`config.mk`:
```
export PLATFORM = sky130hd
export DESIGN_NAME = sdf_r2_feedback_stage_flat
export DESIGN_NICKNAME = d
export VERILOG_FILES = /design/src/rtl/fft_pkg.sv /design/src/rtl/sdf_r2_feedback_stage_if.sv /design/src/rtl/sdf_r2_feedback_stage_delay_line.sv /design/src/rtl/sdf_r2_feedback_stage.sv /design/src/flat_wrapper.sv
export SDC_FILE = /design/constraint.sdc
export NUM_CORES = 1
export LEC_CHECK = 0
export ABC_CLOCK_PERIOD_IN_PS = 8850
export CAP_MARGIN = 20
export CORE_AREA = 5 5 174 176
export DETAILED_ROUTE_END_ITERATION = 8
export DIE_AREA = 0 0 179 181
export MAX_ROUTING_LAYER = met4
export PLACE_DENSITY_LB_ADDON = 0.12
export SLEW_MARGIN = 15
export SYNTH_ARGS = -nofsm -noshare
export SYNTH_HDL_FRONTEND = slang
export SYNTH_HIERARCHICAL = 1
export SYNTH_SLANG_ARGS = --single-unit
```
`constraint.sdc`:
```
create_clock -name clk -period 8.85 [get_ports clk]
set_input_delay 1.77 -clock clk [delete_from_list [all_inputs] [get_ports clk]]
set_output_delay 1.77 -clock clk [all_outputs]
set_load 0.05 [all_outputs]
```
`src/rtl/fft_pkg.sv`:
```
// rtl/fft_pkg.sv - shared FFT datapath types, counter-width helper and rounding default
package fft_pkg;

   localparam int CPLX_W = 16;
   localparam int ROUND_DEFAULT = 1;

   typedef struct packed {
      logic signed [CPLX_W-1:0] re;
      logic signed [CPLX_W-1:0] im;
   } cplx_t;

   // Ceiling log2, evaluated at elaboration for counter sizing
   function automatic int log2(input int n);
      int r;
      r = 0;
      for (int i = 0; i < 31; i++) begin
         if ((1 << i) < n) r = i + 1;
      end
      return r;
   endfunction

endpackage

```
`src/rtl/sdf_r2_feedback_stage_if.sv`:
```
// rtl/sdf_r2_feedback_stage_if.sv - sample stream into and out of one SDF radix-2 stage
interface sdf_r2_feedback_stage_if #(parameter int WIDTH = 16);

   logic                    in_valid;
   logic                    in_sof;
   logic signed [WIDTH-1:0] in_re;
   logic signed [WIDTH-1:0] in_im;
   logic                    out_valid;
   logic                    out_sof;
   logic signed [WIDTH-1:0] out_re;
   logic signed [WIDTH-1:0] out_im;

   modport master (
      output in_valid, in_sof, in_re, in_im,
      input  out_valid, out_sof, out_re, out_im
   );

   modport slave (
      input  in_valid, in_sof, in_re, in_im,
      output out_valid, out_sof, out_re, out_im
   );

endinterface

```
`src/rtl/sdf_r2_feedback_stage_delay_line.sv`:
```
// rtl/sdf_r2_feedback_stage_delay_line.sv - DEPTH-entry feedback shift register, output is the oldest entry
module sdf_delay_line #(
   parameter int WIDTH = 16,
   parameter int DEPTH = 8
) (
   input  logic               clk,
   input  logic               rst_n,
   input  logic               en,
   input  logic [2*WIDTH-1:0] din,
   output logic [2*WIDTH-1:0] dout
);

   logic [2*WIDTH-1:0] mem [DEPTH];

   always_ff @(posedge clk or negedge rst_n) begin
      if (!rst_n) begin
         for (int i = 0; i < DEPTH; i++) mem[i] <= '0;
      end else if (en) begin
         mem[0] <= din;
         for (int i = 1; i < DEPTH; i++) mem[i] <= mem[i-1];
      end
   end

   assign dout = mem[DEPTH-1];

endmodule

```
`src/rtl/sdf_r2_feedback_stage.sv`:
```
// rtl/sdf_r2_feedback_stage.sv - radix-2 SDF stage: phase counter, feedback butterfly, output register; SDF_BYPASS_EN adds bypass
module sdf_r2_feedback_stage
   import fft_pkg::*;
#(
   parameter int WIDTH = 16,
   parameter int DEPTH = 8,
   parameter int ROUND = ROUND_DEFAULT
) (
   input  logic clk,
   input  logic rst_n,
`ifdef SDF_BYPASS_EN
   input  logic bypass,
`endif
   sdf_r2_feedback_stage_if.slave bus
);

   localparam int CW = log2(2 * DEPTH);

   logic [CW-1:0]      cnt;
   logic [CW-1:0]      cnt_eff;
   logic               phase;
   logic               primed;
   logic               dl_en;
   logic [2*WIDTH-1:0] dl_in;
   logic [2*WIDTH-1:0] dl_out;
   logic [WIDTH-1:0]   dl_re, dl_im, y_re, y_im;

   // (a +/- b + ROUND) >>> 1 at WIDTH+1 bits; bits [WIDTH:1] are the shifted, truncated result
   function automatic logic [WIDTH-1:0] half_bfly(input logic [WIDTH-1:0] a,
                                                  input logic [WIDTH-1:0] b,
                                                  input logic             sub);
      logic [WIDTH:0] s;
      if (sub) s = {a[WIDTH-1], a} - {b[WIDTH-1], b};
      else     s = {a[WIDTH-1], a} + {b[WIDTH-1], b};
      s = s + (WIDTH+1)'(ROUND);
      return s[WIDTH:1];
   endfunction

   assign cnt_eff = bus.in_sof ? '0 : cnt;
   assign phase   = cnt_eff[CW-1];
   assign dl_re   = dl_out[2*WIDTH-1:WIDTH];
   assign dl_im   = dl_out[WIDTH-1:0];

`ifdef SDF_BYPASS_EN
   assign dl_en = bus.in_valid & ~bypass;
`else
   assign dl_en = bus.in_valid;
`endif

   always_comb begin
      y_re  = dl_re;
      y_im  = dl_im;
      dl_in = {bus.in_re, bus.in_im};
      if (phase) begin
         y_re  = half_bfly(dl_re, bus.in_re, 1'b0);
         y_im  = half_bfly(dl_im, bus.in_im, 1'b0);
         dl_in = {half_bfly(dl_re, bus.in_re, 1'b1), half_bfly(dl_im, bus.in_im, 1'b1)};
      end
   end

   sdf_delay_line #(.WIDTH(WIDTH), .DEPTH(DEPTH)) u_delay_line (
      .clk  (clk),
      .rst_n(rst_n),
      .en   (dl_en),
      .din  (dl_in),
      .dout (dl_out)
   );

   always_ff @(posedge clk or negedge rst_n) begin
      if (!rst_n) begin
         cnt           <= '0;
         primed        <= 1'b0;
         bus.out_valid <= 1'b0;
         bus.out_sof   <= 1'b0;
         bus.out_re    <= '0;
         bus.out_im    <= '0;
`ifdef SDF_BYPASS_EN
      end else if (bypass) begin
         bus.out_valid <= bus.in_valid;
         bus.out_sof   <= bus.in_valid & bus.in_sof;
         bus.out_re    <= bus.in_re;
         bus.out_im    <= bus.in_im;
`endif
      end else if (bus.in_valid) begin
         cnt           <= cnt_eff + CW'(1);
         primed        <= primed | phase;
         // Phase-0 outputs before the first phase-1 accept carry only reset contents
         bus.out_valid <= primed | phase;
         bus.out_sof   <= (cnt_eff == CW'(DEPTH));
         bus.out_re    <= y_re;
         bus.out_im    <= y_im;
      end else begin
         bus.out_valid <= 1'b0;
         bus.out_sof   <= 1'b0;
      end
   end

endmodule
```
`src/flat_wrapper.sv`:
```
// flat-port wrapper written by rule: the top's interface ports become plain ports
module sdf_r2_feedback_stage_flat import fft_pkg::*;
#(
   parameter int WIDTH = 16,
   parameter int DEPTH = 8,
   parameter int ROUND = ROUND_DEFAULT
)
  (clk, rst_n, bus_in_valid, bus_in_sof, bus_in_re, bus_in_im, bus_out_valid, bus_out_sof, bus_out_re, bus_out_im);
  sdf_r2_feedback_stage_if #(.WIDTH(WIDTH)) bus_i ();
  input  logic clk;
  input  logic rst_n;
  input wire logic [$bits(bus_i.in_valid)-1:0] bus_in_valid;
  input wire logic [$bits(bus_i.in_sof)-1:0] bus_in_sof;
  input wire logic [$bits(bus_i.in_re)-1:0] bus_in_re;
  input wire logic [$bits(bus_i.in_im)-1:0] bus_in_im;
  output wire logic [$bits(bus_i.out_valid)-1:0] bus_out_valid;
  output wire logic [$bits(bus_i.out_sof)-1:0] bus_out_sof;
  output wire logic [$bits(bus_i.out_re)-1:0] bus_out_re;
  output wire logic [$bits(bus_i.out_im)-1:0] bus_out_im;
  assign bus_i.in_valid = bus_in_valid;
  assign bus_i.in_sof = bus_in_sof;
  assign bus_i.in_re = bus_in_re;
  assign bus_i.in_im = bus_in_im;
  assign bus_out_valid = bus_i.out_valid;
  assign bus_out_sof = bus_i.out_sof;
  assign bus_out_re = bus_i.out_re;
  assign bus_out_im = bus_i.out_im;
  sdf_r2_feedback_stage #(.WIDTH(WIDTH), .DEPTH(DEPTH), .ROUND(ROUND)) u_core (.clk(clk), .rst_n(rst_n), .bus(bus_i));
endmodule
```
==> impl_metrics.csv <==
group,metric,value,unit
status,status,"complete, no violations",
setup_path,critPathCaptureType,"register",
cts,cts-root-buf,"sky130_fd_sc_hd__clkbuf_16",
cts,clk-insertion-delay-late,560,ps
setup_path,worst_ep_arrival_time,5530,ps
sta,finalClockSkew,12.8,ps
flow_run,drv_cap,0,
power_and_ir_drop,power.share.sequential,0.335,
drt,number_of_drc_markers_in_iteration_0,590,
floorplan,row_count,62,
yosys,synth.ff_latch_count,295,
yosys,synth_largest_type_area_fraction,0.440,
placed_design,placement.io_buffers,69,
drt,post-route-drc-count,0,
floorplan,die_height,181,um
yosys,async_reset_ff_frac,1.00,
cells_and_area,drive_gt1_frac,0.224,
sta,rsz0062_at_grt,"no",
placed_design,gpl.final_weighted_congestion,0.912,
setup_path,critPathMaxFanout,5,
yosys,yosysUniqueCellTypes,70,
global_routing,initial_antenna_violation_count,0,
power_and_ir_drop,cellPowerDensity,373,nW/um^2
placed_design,post_dp_cell_area,17300,sq um
sta,final.setup.tns,0,ps
global_routing,grt_first_pass_wirelength,58200,um
floorplan,floorplan.die_area,32400,sq um
drt,vias,11187,
sta,hold_slack,481,ps
setup_path,slowest_delay,570,ps
yosys,post_synth_instance_area,16800,sq um
power_and_ir_drop,irDropWorstVdd,0.000265,V
yosys,synth.yosys.seq_area_share,0.440,
setup_path,slowest_stage,"sky130_fd_sc_hd__clkdlybuf4s50_1",
power_and_ir_drop,combinationalPowerShare,0.472,
floorplan,die_w,179,um
cts,cts_resized,0,
yosys,synth_area_leaders,"sky130_fd_sc_hd__dfrtp_1 44%, sky130_fd_sc_hd__mux2_2 18%, sky130_fd_sc_hd__ha_1 5.4%, sky130_fd_sc_hd__xnor2_1 2.7%, sky130_fd_sc_hd__o21ai_0 2.1%",
yosys,synth_cells,1537,
cts,tritoncts,"built",
floorplan,ios,70,
power_and_ir_drop,internal-power,4.08,mW
power_and_ir_drop,switching_share,0.402,
sta,report.final.slew_viol_count,0,
min_path,hold_class,"register to register",
cells_and_area,flow.area_growth_from_synthesis,9.28,%
global_routing,grt_start_max_net_pins,154,
power_and_ir_drop,power_frac_clock,0.192,
cts,cts_hold_buf,0,
setup_path,worstPathBufferInverterCount,2,
setup_path,setup.worst_path.class,"input pin to register",
floorplan,coreArea,28500,sq um
setup_path,cp_top_family,"compound AO/OA/AOI/OAI gates",
global_routing,global_route_overflow,0,
power_and_ir_drop,static-leakage-power,7.79,nW
sta,final.min_clock_period,5080,ps
global_routing,grt_pass1_vias,11109,
cts,clock_sink_count,295,
power_and_ir_drop,finalPower,6.83,mW
cells_and_area,utilization,0.643,
power_and_ir_drop,switchingPower,2.74,mW
yosys,synthesis.yosys.warnings,6,
drt,route.antenna.remaining_nets,0,
placed_design,dp.final_hpwl,25500,um
sta,tightest_slew,1070,ps
setup_path,critical_path.startpoint_type,"input pin",
drt,route.detailed.vias_per_inst,5.75,
yosys,postSynth.topFlopCell,"sky130_fd_sc_hd__dfrtp_1",
global_routing,grt_usage,0.226,
cts,tritoncts.num_buffers,31,
cells_and_area,filler_cell_count,2266,
sta,timing.final.setup_violations,0,
sta,final-hold-violation-count,0,
drt,firstDrtPassIters,5,
cells_and_area,antenna-diode-count,0,
cts,postCtsSetupBuffers,0,
cells_and_area,fin_nets,1650,
cts,h-tree-depth,1,
floorplan,floorplan.initialDensity,0.589,
sta,post-route-period-util,0.574,
yosys,syn_nets,1649,
sta,worst_slew_margin_rel,0.284,
drt,finalWirelength,35300,um
setup_path,critical_path_required,9300,ps
yosys,synth_enable_flop_cells,0,
yosys,avgSynthCellArea,10.9,sq um
cts,bufs_on_longest_clock_path,3,
drt,routed_length_per_placed_instance,18.2,um
setup_path,critical_path.cell_chain,"clkdlybuf4s50_1 > inv_1 > ha_1 > nor2b_1 > o31a_2 > o21a_1 > a2111o_1 > a311oi_2 > or4b_4 > nor4_2 > xor2_1 > o21ai_1 > mux2_2",
cells_and_area,stdcell_area,18300,sq um
yosys,cell_taking_the_most_area_after_synthesis,"sky130_fd_sc_hd__dfrtp_1",
cts,worst_setup_hold_path_clk_slew,70,ps
sta,max_freq,197,MHz
## worst register-to-register path, cell delays in order, from the launching register on
cell and delay [ps]:
sky130_fd_sc_hd__dfrtp_1 470, sky130_fd_sc_hd__ha_1 580, sky130_fd_sc_hd__inv_1 230, sky130_fd_sc_hd__a2111oi_0 380, sky130_fd_sc_hd__a211oi_1 130, sky130_fd_sc_hd__nor4b_1 460
sky130_fd_sc_hd__nand4_1 320, sky130_fd_sc_hd__nor3_1 450, sky130_fd_sc_hd__nand3_1 150, sky130_fd_sc_hd__xor2_1 160, sky130_fd_sc_hd__o21ai_1 70, sky130_fd_sc_hd__mux2_2 270
## power groups by stage
stage               combinational, mW  clock, mW  sequential (mW)
floorplan                        2.44          0             2.35
global placement                 3.16          0             2.30
detailed placement               3.19          0             2.32
CTS                              3.22       1.35             2.30
global route                     3.55       1.41             2.36
finish                           3.23       1.31             2.29
## layer usage
layer | wire, um | GRT usage
met1 | 15800 | 0.296
met2 | 17500 | 0.374
met3 | 941 | 0.0211
met4 | 1090 | 0.0672
met5 | 0 | -
## cell usage after synthesis, types with 8 or more instances
cell type	instances
sky130_fd_sc_hd__nand4_1	8
sky130_fd_sc_hd__nand2b_1	19
sky130_fd_sc_hd__xor2_1	24
sky130_fd_sc_hd__o21ai_0	72
sky130_fd_sc_hd__nor2_1	79
sky130_fd_sc_hd__dfrtp_1	295
sky130_fd_sc_hd__o211ai_1	8
sky130_fd_sc_hd__a31oi_1	18
sky130_fd_sc_hd__xnor2_1	52
sky130_fd_sc_hd__a211oi_1	14
sky130_fd_sc_hd__nor3b_1	9
sky130_fd_sc_hd__or3_1	12
sky130_fd_sc_hd__ha_1	72
sky130_fd_sc_hd__clkbuf_1	40
sky130_fd_sc_hd__a21oi_1	59
sky130_fd_sc_hd__o21a_1	14
sky130_fd_sc_hd__nor3_1	36
sky130_fd_sc_hd__and3_1	14
sky130_fd_sc_hd__nor2b_1	15
sky130_fd_sc_hd__inv_1	76
sky130_fd_sc_hd__o31ai_1	8
sky130_fd_sc_hd__nor4_1	14
sky130_fd_sc_hd__buf_6	28
sky130_fd_sc_hd__nand3_1	25
sky130_fd_sc_hd__mux2_2	270
sky130_fd_sc_hd__nand2_1	93
sky130_fd_sc_hd__buf_4	34
## state kept, by name (all words and copies together) (netlist names)
| signal | count |
|---|---|
| u_core/u_delay_line/dout | 32 |
| u_core/bus.out_sof | 1 |
| u_core/primed | 1 |
| u_core/u_delay_line/mem | 224 |
| u_core/bus.out_re | 16 |
| u_core/cnt | 4 |
| u_core/bus.out_im | 16 |
| u_core/bus.out_valid | 1 |
## placed cells by master, fill, tap and decap left out, drive strengths merged, types with 9 or more instances in the layout
cell,Yosys,layout
o21ai,76,76
mux2,270,270
a21oi,59,59
xor2,24,24
nor3,36,36
a31oi,18,18
nand2,93,93
nor3b,10,10
a211oi,14,14
or3,12,12
nor2,79,79
buf,68,9
clkinv,0,11
nand3,25,25
o21a,14,14
clkdlybuf4s50,0,67
nor2b,15,15
xnor2,52,52
nand2b,19,19
dfrtp,295,295
ha,72,72
nor4,17,17
and3,14,14
inv,76,77
clkbuf,40,39
## worst paths after layout
check | from | to | slack, ps | cells after the start
max reg2reg | u_core/u_delay_line/dout[4] | u_core/u_delay_line/mem[238] | 5070 | 11
max | bus_in_re[1] | u_core/u_delay_line/mem[254] | 3770 | 13
min reg2reg | u_core/primed | u_core/primed | 480 | 1
max in group asynchronous | rst_n | u_core/u_delay_line/mem[81] | 6390 | 2
min in group asynchronous | rst_n | u_core/u_delay_line/mem[131] | 1200 | 1
min | u_core/primed | u_core/primed | 480 | 1
## metrics by stage
stage	instances	worst slack, ps
after floorplan	1537	4040
after global placement	1889	3250
after detailed placement	1889	3180
after CTS	1945	3750
after global routing	1945	3470
final	1945	3770
## final cells by class
class	count	area [sq um]	share of cell area
clock inverters	17	206	0.0113
multi-input cells	1058	8350	0.456
flip-flops and latches	295	7380	0.403
repair buffers	76	766	0.0418
well taps	384	480	0.0262
inverters	76	285	0.0156
clock buffers	39	846	0.0462
## cells by family after synthesis
kind of cell,after synthesis,share of synthesized area
AND/OR/NAND/NOR,360,0.109
flip-flops,295,0.440
AO/OA/AOI/OAI,273,0.107
multiplexers,273,0.183
buffers and inverters,184,0.0618
XOR/XNOR,76,0.0397
adder cells (fa/ha/maj),76,0.0585
Note: power is estimated with default switching activity, not from simulation.
